`config.mk`:
```
export PLATFORM = sky130hd
export DESIGN_NAME = l3_refill_ctrl_flat
export DESIGN_NICKNAME = d
export VERILOG_FILES = /design/src/rtl/l3_pkg.sv /design/src/rtl/l3_refill_ctrl_if.sv /design/src/rtl/l3_line_buffer.sv /design/src/rtl/l3_refill_ctrl.sv /design/src/flat_wrapper.sv
export SDC_FILE = /design/constraint.sdc
export NUM_CORES = 1
export LEC_CHECK = 0
export ABC_AREA = 1
export BUFFER_PORTS_ARGS = -buffer_cell sky130_fd_sc_hd__buf_2
export CORE_AREA = 4 4 275 277
export DETAILED_ROUTE_END_ITERATION = 8
export DIE_AREA = 0 0 279 281
export GPL_TIMING_DRIVEN = 0
export MAX_ROUTING_LAYER = met4
export PLACE_DENSITY_LB_ADDON = 0.05
export SYNTH_ARGS = -nofsm -noshare
export SYNTH_HDL_FRONTEND = slang
export SYNTH_HIERARCHICAL = 1
export SYNTH_SLANG_ARGS = --single-unit
```
`constraint.sdc`:
```
create_clock -name clk -period 3 [get_ports clk]
set_input_delay 0.45 -clock clk [delete_from_list [all_inputs] [get_ports clk]]
set_output_delay 0.45 -clock clk [all_outputs]
set_load 0.02 [all_outputs]
```
`src/rtl/l3_pkg.sv`:
```
// l3_pkg: shared line geometry, refill FSM states and line-base helper.
package l3_pkg;
  localparam int DATA_WIDTH = 32;
  localparam int ADDR_WIDTH = 32;
  localparam int LINE_SIZE = 16;
  localparam int WORDS_PER_LINE = LINE_SIZE / (DATA_WIDTH / 8);
  localparam int LINE_BITS = LINE_SIZE * 8;
  localparam int OFFSET_BITS = $clog2(LINE_SIZE);
  localparam int CNT_BITS = $clog2(WORDS_PER_LINE);
  typedef enum logic [2:0] {IDLE, LOOKUP, FETCH, FILL, WRITE, RESP} refill_state_t;
  function automatic logic [ADDR_WIDTH-1:0] line_base(input logic [ADDR_WIDTH-1:0] a);
    return {a[ADDR_WIDTH-1:OFFSET_BITS], {OFFSET_BITS{1'b0}}};
  endfunction
endpackage

```
`src/rtl/l3_refill_ctrl_if.sv`:
```
// l3_refill_ctrl_if: requester, L3 and RAM signals of the refill controller.
interface l3_refill_ctrl_if;
  import l3_pkg::*;
  logic req_valid;
  logic req_ready;
  logic req_we;
  logic [ADDR_WIDTH-1:0] req_addr;
  logic [DATA_WIDTH-1:0] req_w_data;
  logic resp_valid;
  logic [LINE_BITS-1:0] resp_line;
  logic l3_valid;
  logic l3_we;
  logic [ADDR_WIDTH-1:0] l3_addr;
  logic [DATA_WIDTH-1:0] l3_w_data;
  logic [LINE_BITS-1:0] l3_r_data;
  logic l3_hit;
  logic fill_en;
  logic fill_mark_valid;
  logic [ADDR_WIDTH-1:0] fill_addr;
  logic [LINE_BITS-1:0] fill_data;
  logic ram_req;
  logic ram_we;
  logic [ADDR_WIDTH-1:0] ram_addr;
  logic [DATA_WIDTH-1:0] ram_w_data;
  logic ram_ack;
  logic [DATA_WIDTH-1:0] ram_r_data;
  modport master (
    input req_valid, req_we, req_addr, req_w_data, l3_r_data, l3_hit, ram_ack, ram_r_data,
    output req_ready, resp_valid, resp_line, l3_valid, l3_we, l3_addr, l3_w_data,
    output fill_en, fill_mark_valid, fill_addr, fill_data, ram_req, ram_we, ram_addr, ram_w_data
  );
  modport slave (
    output req_valid, req_we, req_addr, req_w_data, l3_r_data, l3_hit, ram_ack, ram_r_data,
    input req_ready, resp_valid, resp_line, l3_valid, l3_we, l3_addr, l3_w_data,
    input fill_en, fill_mark_valid, fill_addr, fill_data, ram_req, ram_we, ram_addr, ram_w_data
  );
endinterface

```
`src/rtl/l3_line_buffer.sv`:
```
// l3_line_buffer: line assembly buffer with word-indexed and full-line load, plus word counter.
module l3_line_buffer
  import l3_pkg::*;
(
  input  logic                  clk,
  input  logic                  rst_n,
  input  logic                  clr_i,
  input  logic                  word_we_i,
  input  logic                  line_we_i,
  input  logic [DATA_WIDTH-1:0] word_i,
  input  logic [LINE_BITS-1:0]  line_i,
  output logic [CNT_BITS-1:0]   cnt_o,
  output logic [LINE_BITS-1:0]  line_o
);
  logic [LINE_BITS-1:0] line_q, line_d;
  logic [CNT_BITS-1:0] cnt_q, cnt_d;
  always_comb begin
    line_d = line_q;
    cnt_d = clr_i ? '0 : cnt_q;
    if (line_we_i) line_d = line_i;
    if (word_we_i) begin
      line_d[int'(cnt_q)*DATA_WIDTH +: DATA_WIDTH] = word_i;
      cnt_d = CNT_BITS'(cnt_q + 1'b1);
    end
  end
  always_ff @(posedge clk or negedge rst_n) begin
    if (!rst_n) begin
      line_q <= '0;
      cnt_q <= '0;
    end else begin
      line_q <= line_d;
      cnt_q <= cnt_d;
    end
  end
  assign cnt_o = cnt_q;
  assign line_o = line_q;
endmodule

```
`src/rtl/l3_refill_ctrl.sv`:
```
// l3_refill_ctrl: L3 lookup with line refill from RAM on read miss; writes go through to RAM.
module l3_refill_ctrl
  import l3_pkg::*;
(
  input  logic              clk,
  input  logic              rst_n,
  l3_refill_ctrl_if.master  bus,
  output logic [31:0]       hit_cnt_o,
  output logic [31:0]       miss_cnt_o
);
  refill_state_t state_q, state_d;
  logic we_q, we_d;
  logic [ADDR_WIDTH-1:0] addr_q, addr_d;
  logic [DATA_WIDTH-1:0] w_data_q, w_data_d;
  logic [31:0] hit_q, hit_d, miss_q, miss_d;
  logic [CNT_BITS-1:0] cnt;
  logic [LINE_BITS-1:0] line;
  logic lookup, rd_hit, rd_miss, ack, fetch, fill, wr, resp;
  assign lookup = state_q == LOOKUP;
  assign fetch = state_q == FETCH;
  assign fill = state_q == FILL;
  assign wr = state_q == WRITE;
  assign resp = state_q == RESP;
  assign rd_hit = lookup && !we_q && bus.l3_hit;
  assign rd_miss = lookup && !we_q && !bus.l3_hit;
  assign ack = bus.ram_req && bus.ram_ack;
  l3_line_buffer u_buf (
    .clk(clk),
    .rst_n(rst_n),
    .clr_i(rd_miss),
    .word_we_i(fetch && ack),
    .line_we_i(rd_hit),
    .word_i(bus.ram_r_data),
    .line_i(bus.l3_r_data),
    .cnt_o(cnt),
    .line_o(line)
  );
  always_comb begin
    state_d = state_q;
    we_d = we_q;
    addr_d = addr_q;
    w_data_d = w_data_q;
    hit_d = hit_q + 32'(rd_hit);
    miss_d = miss_q + 32'(rd_miss);
    case (state_q)
      IDLE: if (bus.req_valid) begin
        state_d = LOOKUP;
        we_d = bus.req_we;
        addr_d = bus.req_addr;
        w_data_d = bus.req_w_data;
      end
      LOOKUP: state_d = we_q ? WRITE : bus.l3_hit ? RESP : FETCH;
      FETCH: if (ack && cnt == CNT_BITS'(WORDS_PER_LINE - 1)) state_d = FILL;
      FILL: state_d = RESP;
      WRITE: if (ack) state_d = RESP;
      RESP: state_d = IDLE;
      default: state_d = IDLE;
    endcase
  end
  always_ff @(posedge clk or negedge rst_n) begin
    if (!rst_n) begin
      state_q <= IDLE;
      we_q <= 1'b0;
      addr_q <= '0;
      w_data_q <= '0;
      hit_q <= '0;
      miss_q <= '0;
    end else begin
      state_q <= state_d;
      we_q <= we_d;
      addr_q <= addr_d;
      w_data_q <= w_data_d;
      hit_q <= hit_d;
      miss_q <= miss_d;
    end
  end
  // Data outputs are gated by state so every output is zero outside its own phase.
  assign bus.req_ready = state_q == IDLE;
  assign bus.l3_valid = lookup;
  assign bus.l3_we = lookup && we_q;
  assign bus.l3_addr = lookup ? addr_q : '0;
  assign bus.l3_w_data = lookup ? w_data_q : '0;
  assign bus.fill_en = fill;
  assign bus.fill_mark_valid = fill;
  assign bus.fill_addr = fill ? line_base(addr_q) : '0;
  assign bus.fill_data = fill ? line : '0;
  assign bus.ram_req = fetch || wr;
  assign bus.ram_we = wr;
  assign bus.ram_addr = fetch ? line_base(addr_q) + (ADDR_WIDTH'(cnt) << 2)
                      : wr ? {addr_q[ADDR_WIDTH-1:2], 2'b00} : '0;
  assign bus.ram_w_data = wr ? w_data_q : '0;
  assign bus.resp_valid = resp;
  assign bus.resp_line = (resp && !we_q) ? line : '0;
  assign hit_cnt_o = hit_q;
  assign miss_cnt_o = miss_q;
endmodule
```
`src/flat_wrapper.sv`:
```
// flat-port wrapper written by rule: the top's interface ports become plain ports
module l3_refill_ctrl_flat import l3_pkg::*;
  (clk, rst_n, hit_cnt_o, miss_cnt_o, bus_req_valid, bus_req_we, bus_req_addr, bus_req_w_data, bus_l3_r_data, bus_l3_hit, bus_ram_ack, bus_ram_r_data, bus_req_ready, bus_resp_valid, bus_resp_line, bus_l3_valid, bus_l3_we, bus_l3_addr, bus_l3_w_data, bus_fill_en, bus_fill_mark_valid, bus_fill_addr, bus_fill_data, bus_ram_req, bus_ram_we, bus_ram_addr, bus_ram_w_data);
  l3_refill_ctrl_if bus_i ();
  input  logic clk;
  input  logic rst_n;
  output logic [31:0] hit_cnt_o;
  output logic [31:0] miss_cnt_o;
  input wire logic [$bits(bus_i.req_valid)-1:0] bus_req_valid;
  input wire logic [$bits(bus_i.req_we)-1:0] bus_req_we;
  input wire logic [$bits(bus_i.req_addr)-1:0] bus_req_addr;
  input wire logic [$bits(bus_i.req_w_data)-1:0] bus_req_w_data;
  input wire logic [$bits(bus_i.l3_r_data)-1:0] bus_l3_r_data;
  input wire logic [$bits(bus_i.l3_hit)-1:0] bus_l3_hit;
  input wire logic [$bits(bus_i.ram_ack)-1:0] bus_ram_ack;
  input wire logic [$bits(bus_i.ram_r_data)-1:0] bus_ram_r_data;
  output wire logic [$bits(bus_i.req_ready)-1:0] bus_req_ready;
  output wire logic [$bits(bus_i.resp_valid)-1:0] bus_resp_valid;
  output wire logic [$bits(bus_i.resp_line)-1:0] bus_resp_line;
  output wire logic [$bits(bus_i.l3_valid)-1:0] bus_l3_valid;
  output wire logic [$bits(bus_i.l3_we)-1:0] bus_l3_we;
  output wire logic [$bits(bus_i.l3_addr)-1:0] bus_l3_addr;
  output wire logic [$bits(bus_i.l3_w_data)-1:0] bus_l3_w_data;
  output wire logic [$bits(bus_i.fill_en)-1:0] bus_fill_en;
  output wire logic [$bits(bus_i.fill_mark_valid)-1:0] bus_fill_mark_valid;
  output wire logic [$bits(bus_i.fill_addr)-1:0] bus_fill_addr;
  output wire logic [$bits(bus_i.fill_data)-1:0] bus_fill_data;
  output wire logic [$bits(bus_i.ram_req)-1:0] bus_ram_req;
  output wire logic [$bits(bus_i.ram_we)-1:0] bus_ram_we;
  output wire logic [$bits(bus_i.ram_addr)-1:0] bus_ram_addr;
  output wire logic [$bits(bus_i.ram_w_data)-1:0] bus_ram_w_data;
  assign bus_i.req_valid = bus_req_valid;
  assign bus_i.req_we = bus_req_we;
  assign bus_i.req_addr = bus_req_addr;
  assign bus_i.req_w_data = bus_req_w_data;
  assign bus_i.l3_r_data = bus_l3_r_data;
  assign bus_i.l3_hit = bus_l3_hit;
  assign bus_i.ram_ack = bus_ram_ack;
  assign bus_i.ram_r_data = bus_ram_r_data;
  assign bus_req_ready = bus_i.req_ready;
  assign bus_resp_valid = bus_i.resp_valid;
  assign bus_resp_line = bus_i.resp_line;
  assign bus_l3_valid = bus_i.l3_valid;
  assign bus_l3_we = bus_i.l3_we;
  assign bus_l3_addr = bus_i.l3_addr;
  assign bus_l3_w_data = bus_i.l3_w_data;
  assign bus_fill_en = bus_i.fill_en;
  assign bus_fill_mark_valid = bus_i.fill_mark_valid;
  assign bus_fill_addr = bus_i.fill_addr;
  assign bus_fill_data = bus_i.fill_data;
  assign bus_ram_req = bus_i.ram_req;
  assign bus_ram_we = bus_i.ram_we;
  assign bus_ram_addr = bus_i.ram_addr;
  assign bus_ram_w_data = bus_i.ram_w_data;
  l3_refill_ctrl u_core (.clk(clk), .rst_n(rst_n), .bus(bus_i), .hit_cnt_o(hit_cnt_o), .miss_cnt_o(miss_cnt_o));
endmodule
```
==> flow_summary_export.csv <==
group,metric,value,unit
worst_setup_path,critPathMaxStageDelay,490,ps
clocking,cts.sink_count,262,
die,initial_utilization,0.2262,
clocking,cts_tree,"yes",
global_route,antenna_found_initial,21,
worst_setup_path,reg2reg_depth,16,
yosys,synth.area.top_cells,"dfrtp_1 (40%), nand2_1 (15%), nor2_1 (15%)",
cells_and_area,area_growth,37.60,%
yosys,ys_seq_elements,262,
power_and_ir_drop,irDropWorstVdd,0.4536,mV
die,dieArea,0.07840,mm²
routing,first_pass_iters,5,
run_status,outcome,"complete, no violations",
worst_setup_path,worstPathCellList,"nor2_2, nand2_2, buf_4, buf_2, nor2_1, buf_2",
die,die_h,281,µm
global_route,grt_pass1_vias,18974,
routing,avgRoutedWirePerCell,19.55,µm
worst_setup_path,arrival,2440,ps
sta,hold_viol_final,0,
sta,rsz0062_at_grt,"false",
global_route,grt_overflow,0,
clocking,cts_root_buf,"clkbuf_16",
worst_setup_path,r2r_slack,250,ps
die,ios,718,
worst_setup_path,crit_top_cell,"buf_2",
sta,relSlewSlack,0.5028,
cells_and_area,regArea,0.006556,mm²
sta,layout_min_cycle_time,2894,ps
yosys,synth.distinct_cells,24,
placed_design,dp_hpwl,70460,µm
placed_design,placedCellCount,4320,
worst_setup_path,r2r_end,"u_core/hit_cnt_o[20]",
sta,fin_crit_sh,0.9646,
die,rows,99,
cells_and_area,layout_commonest_cell,"buf_2",
die,die_w,279,µm
run,drv_cap,0,
sta,worstMarginPinSlew,745.9,ps
sta,fin_skew,16.04,ps
worst_setup_path,slowest_stage,"dfrtp_1",
worst_hold_path,min_from,"bus_req_we",
routing,drtAntennaViolNets,0,
sta,setup_viol,0,
worst_setup_path,worstReg2RegStart,"u_core/state_q[1]",
sta,clock.fmax,345.6,MHz
cells_and_area,drive_gt1_frac,0.2693,
cells_and_area,fin_cells,4404,
yosys,synth_area,0.01648,mm²
cells_and_area,multi_input_comb_area,0.007171,mm²
worst_setup_path,cp.required,2550,ps
yosys,synth_seq_area_share,0.3979,
cells_and_area,fin_nets,3644,
worst_setup_path,start_kind,"flop",
yosys,avgSynthCellArea,6.234,µm²
sta,slew_viol_final,0,
power_and_ir_drop,power_density,870.6,mW/mm²
routing,wl,86080,µm
worst_hold_path,hp-class,"input pin to flop",
yosys,synth_cells,2643,
routing,drc,0,
worst_hold_path,min_delay_path_depth,3,
sta,holdWs,147.8,ps
routing,vias,18577,
cells_and_area,fillerInstances,8378,
worst_hold_path,whs_endpoint,"u_core/we_q",
clocking,clock_latency,550,ps
routing,via_per_inst,4.218,
power_and_ir_drop,total_power,19740,µW
clocking,htreeDepth,2,
yosys,yosysWarnings,6,
global_route,grt_max_degree,99,
placed_design,numPortBuffers,711,
routing,drt_iter0_drc,1160,
worst_setup_path,endpoint_kind,"primary output",
clocking,cts_buffer_depth,3,
clocking,cts_buffers,38,
global_route,grt_usage,0.2175,
die,core,0.07283,mm²
yosys,synth_top_cell_area_share,0.3979,
global_route,grt_first_pass_wirelength,123700,µm
power_and_ir_drop,p_leak,0.01477,µW
cells_and_area,layout_common_cells,"buf_2 (789), nand2_1 (668), nor2_1 (647)",
yosys,synth_top_area_cell,"dfrtp_1",
worst_setup_path,path_max_fanout,10,
placed_design,place_congestion,0.8813,
worst_setup_path,crit_type,"flop to primary output",
clocking,path_clk_slew,60,ps
-- power by group --
part	switching (µW)	total [µW]	internal, µW
Clock	1720	4340	2620
Sequential	619	5410	4790
Combinational	7140	9980	2840
-- how the worst max path moves through the flow --
stage	start	depth (start not counted)	endpoint
2_1_floorplan	u_core/state_q[1]	15	u_core/hit_cnt_o[30]
3_3_place_gp	rst_n	1	u_core/u_buf/line_o[89]
3_5_place_dp	u_core/state_q[1]	15	u_core/hit_cnt_o[30]
4_1_cts	u_core/state_q[1]	8	bus_resp_line[101]
5_1_grt	u_core/state_q[1]	16	u_core/hit_cnt_o[22]
6_report	u_core/state_q[2]	6	bus_fill_data[100]
-- area by class of cell --
cell class / instances / area share
diodes: 17 / 0.001876
plain buffers: 131 / 0.03350
clock buffers: 60 / 0.05094
clock inverters: 5 / 0.001269
inverters: 559 / 0.09255
multi-input cells: 1695 / 0.3163
flip-flops and latches: 262 / 0.2892
well taps: 959 / 0.05293
repair buffers: 716 / 0.1615
-- cells by family after synthesis --
kind of cell / count (synthesis) / synth area share
buffers and inverters: 691 / 0.1728
AND/OR/NAND/NOR: 1574 / 0.3817
AO/OA/AOI/OAI: 74 / 0.02301
XOR/XNOR: 30 / 0.01595
adder cells (fa/ha/maj): 11 / 0.008353
flip-flops: 262 / 0.3979
other: 1 / 0.0002276
-- synth_stat cells --
library cell  instances
inv_1               555
nor2_1              658
buf_6                 7
inv_2                 4
nand3_1             211
a21oi_1              65
nand2_2               5
xor2_1               18
nor2_2                5
xnor2_1              12
nor3_2                1
nand2_1             673
nand3b_1             14
conb_1                1
ha_1                 11
o22ai_1               3
buf_2                86
buf_4                25
dfrtp_1             262
nor3_1                3
clkbuf_1             14
nor2_4                4
o211ai_1              2
o21ai_0               4
-- per-layer routing --
metal  up-vias  global-route usage  part of all wire
li1       9174                   -                 -
met1      8669              0.2543              0.41
met2       622              0.3777              0.50
met3       112             0.04303             0.060
met4         0             0.06785             0.030
met5         -                   -                 0
-- worst max-delay path: cells and delay by family, from the launching register on --
kind	cells	cell delay, ps
AND/OR/NAND/NOR	3	650
flip-flops	1	490
buffers and inverters	3	720
-- stage by stage --
stage / cell area (µm²) / setup TNS [ps] / util / setup slack [ps]
final: 22670 / 0 / 0.3113 / 106.3
after global routing: 22670 / 0 / 0.3113 / 7.185
after CTS: 22600 / 0 / 0.3102 / 18.92
after detailed placement: 21320 / -72040 / 0.2927 / -877.7
after global placement: 21250 / -1178200 / 0.2918 / -4281
after floorplan: 16500 / 0 / - / 271.5
-- timing repair --
action / CTS / global route
setup endpoints to repair: 305 / 27
endpoints found under the hold margin: 80 / 0
hold buffers: 1 / 0
gates cloned: 0 / 0
buffers inserted: 2 / 0
pin swaps: 2 / 3
resized for setup: 20 / 10
-- flip-flops by register name, summed over array words and instances (netlist names) --
name                 flops
u_core/u_buf/line_o    128
u_core/addr_q           32
u_core/hit_cnt_o        32
u_core/miss_cnt_o       32
u_core/w_data_q         32
u_core/state_q           3
u_core/u_buf/cnt_o       2
u_core/we_q              1
Power figures use the tool's default switching activity.
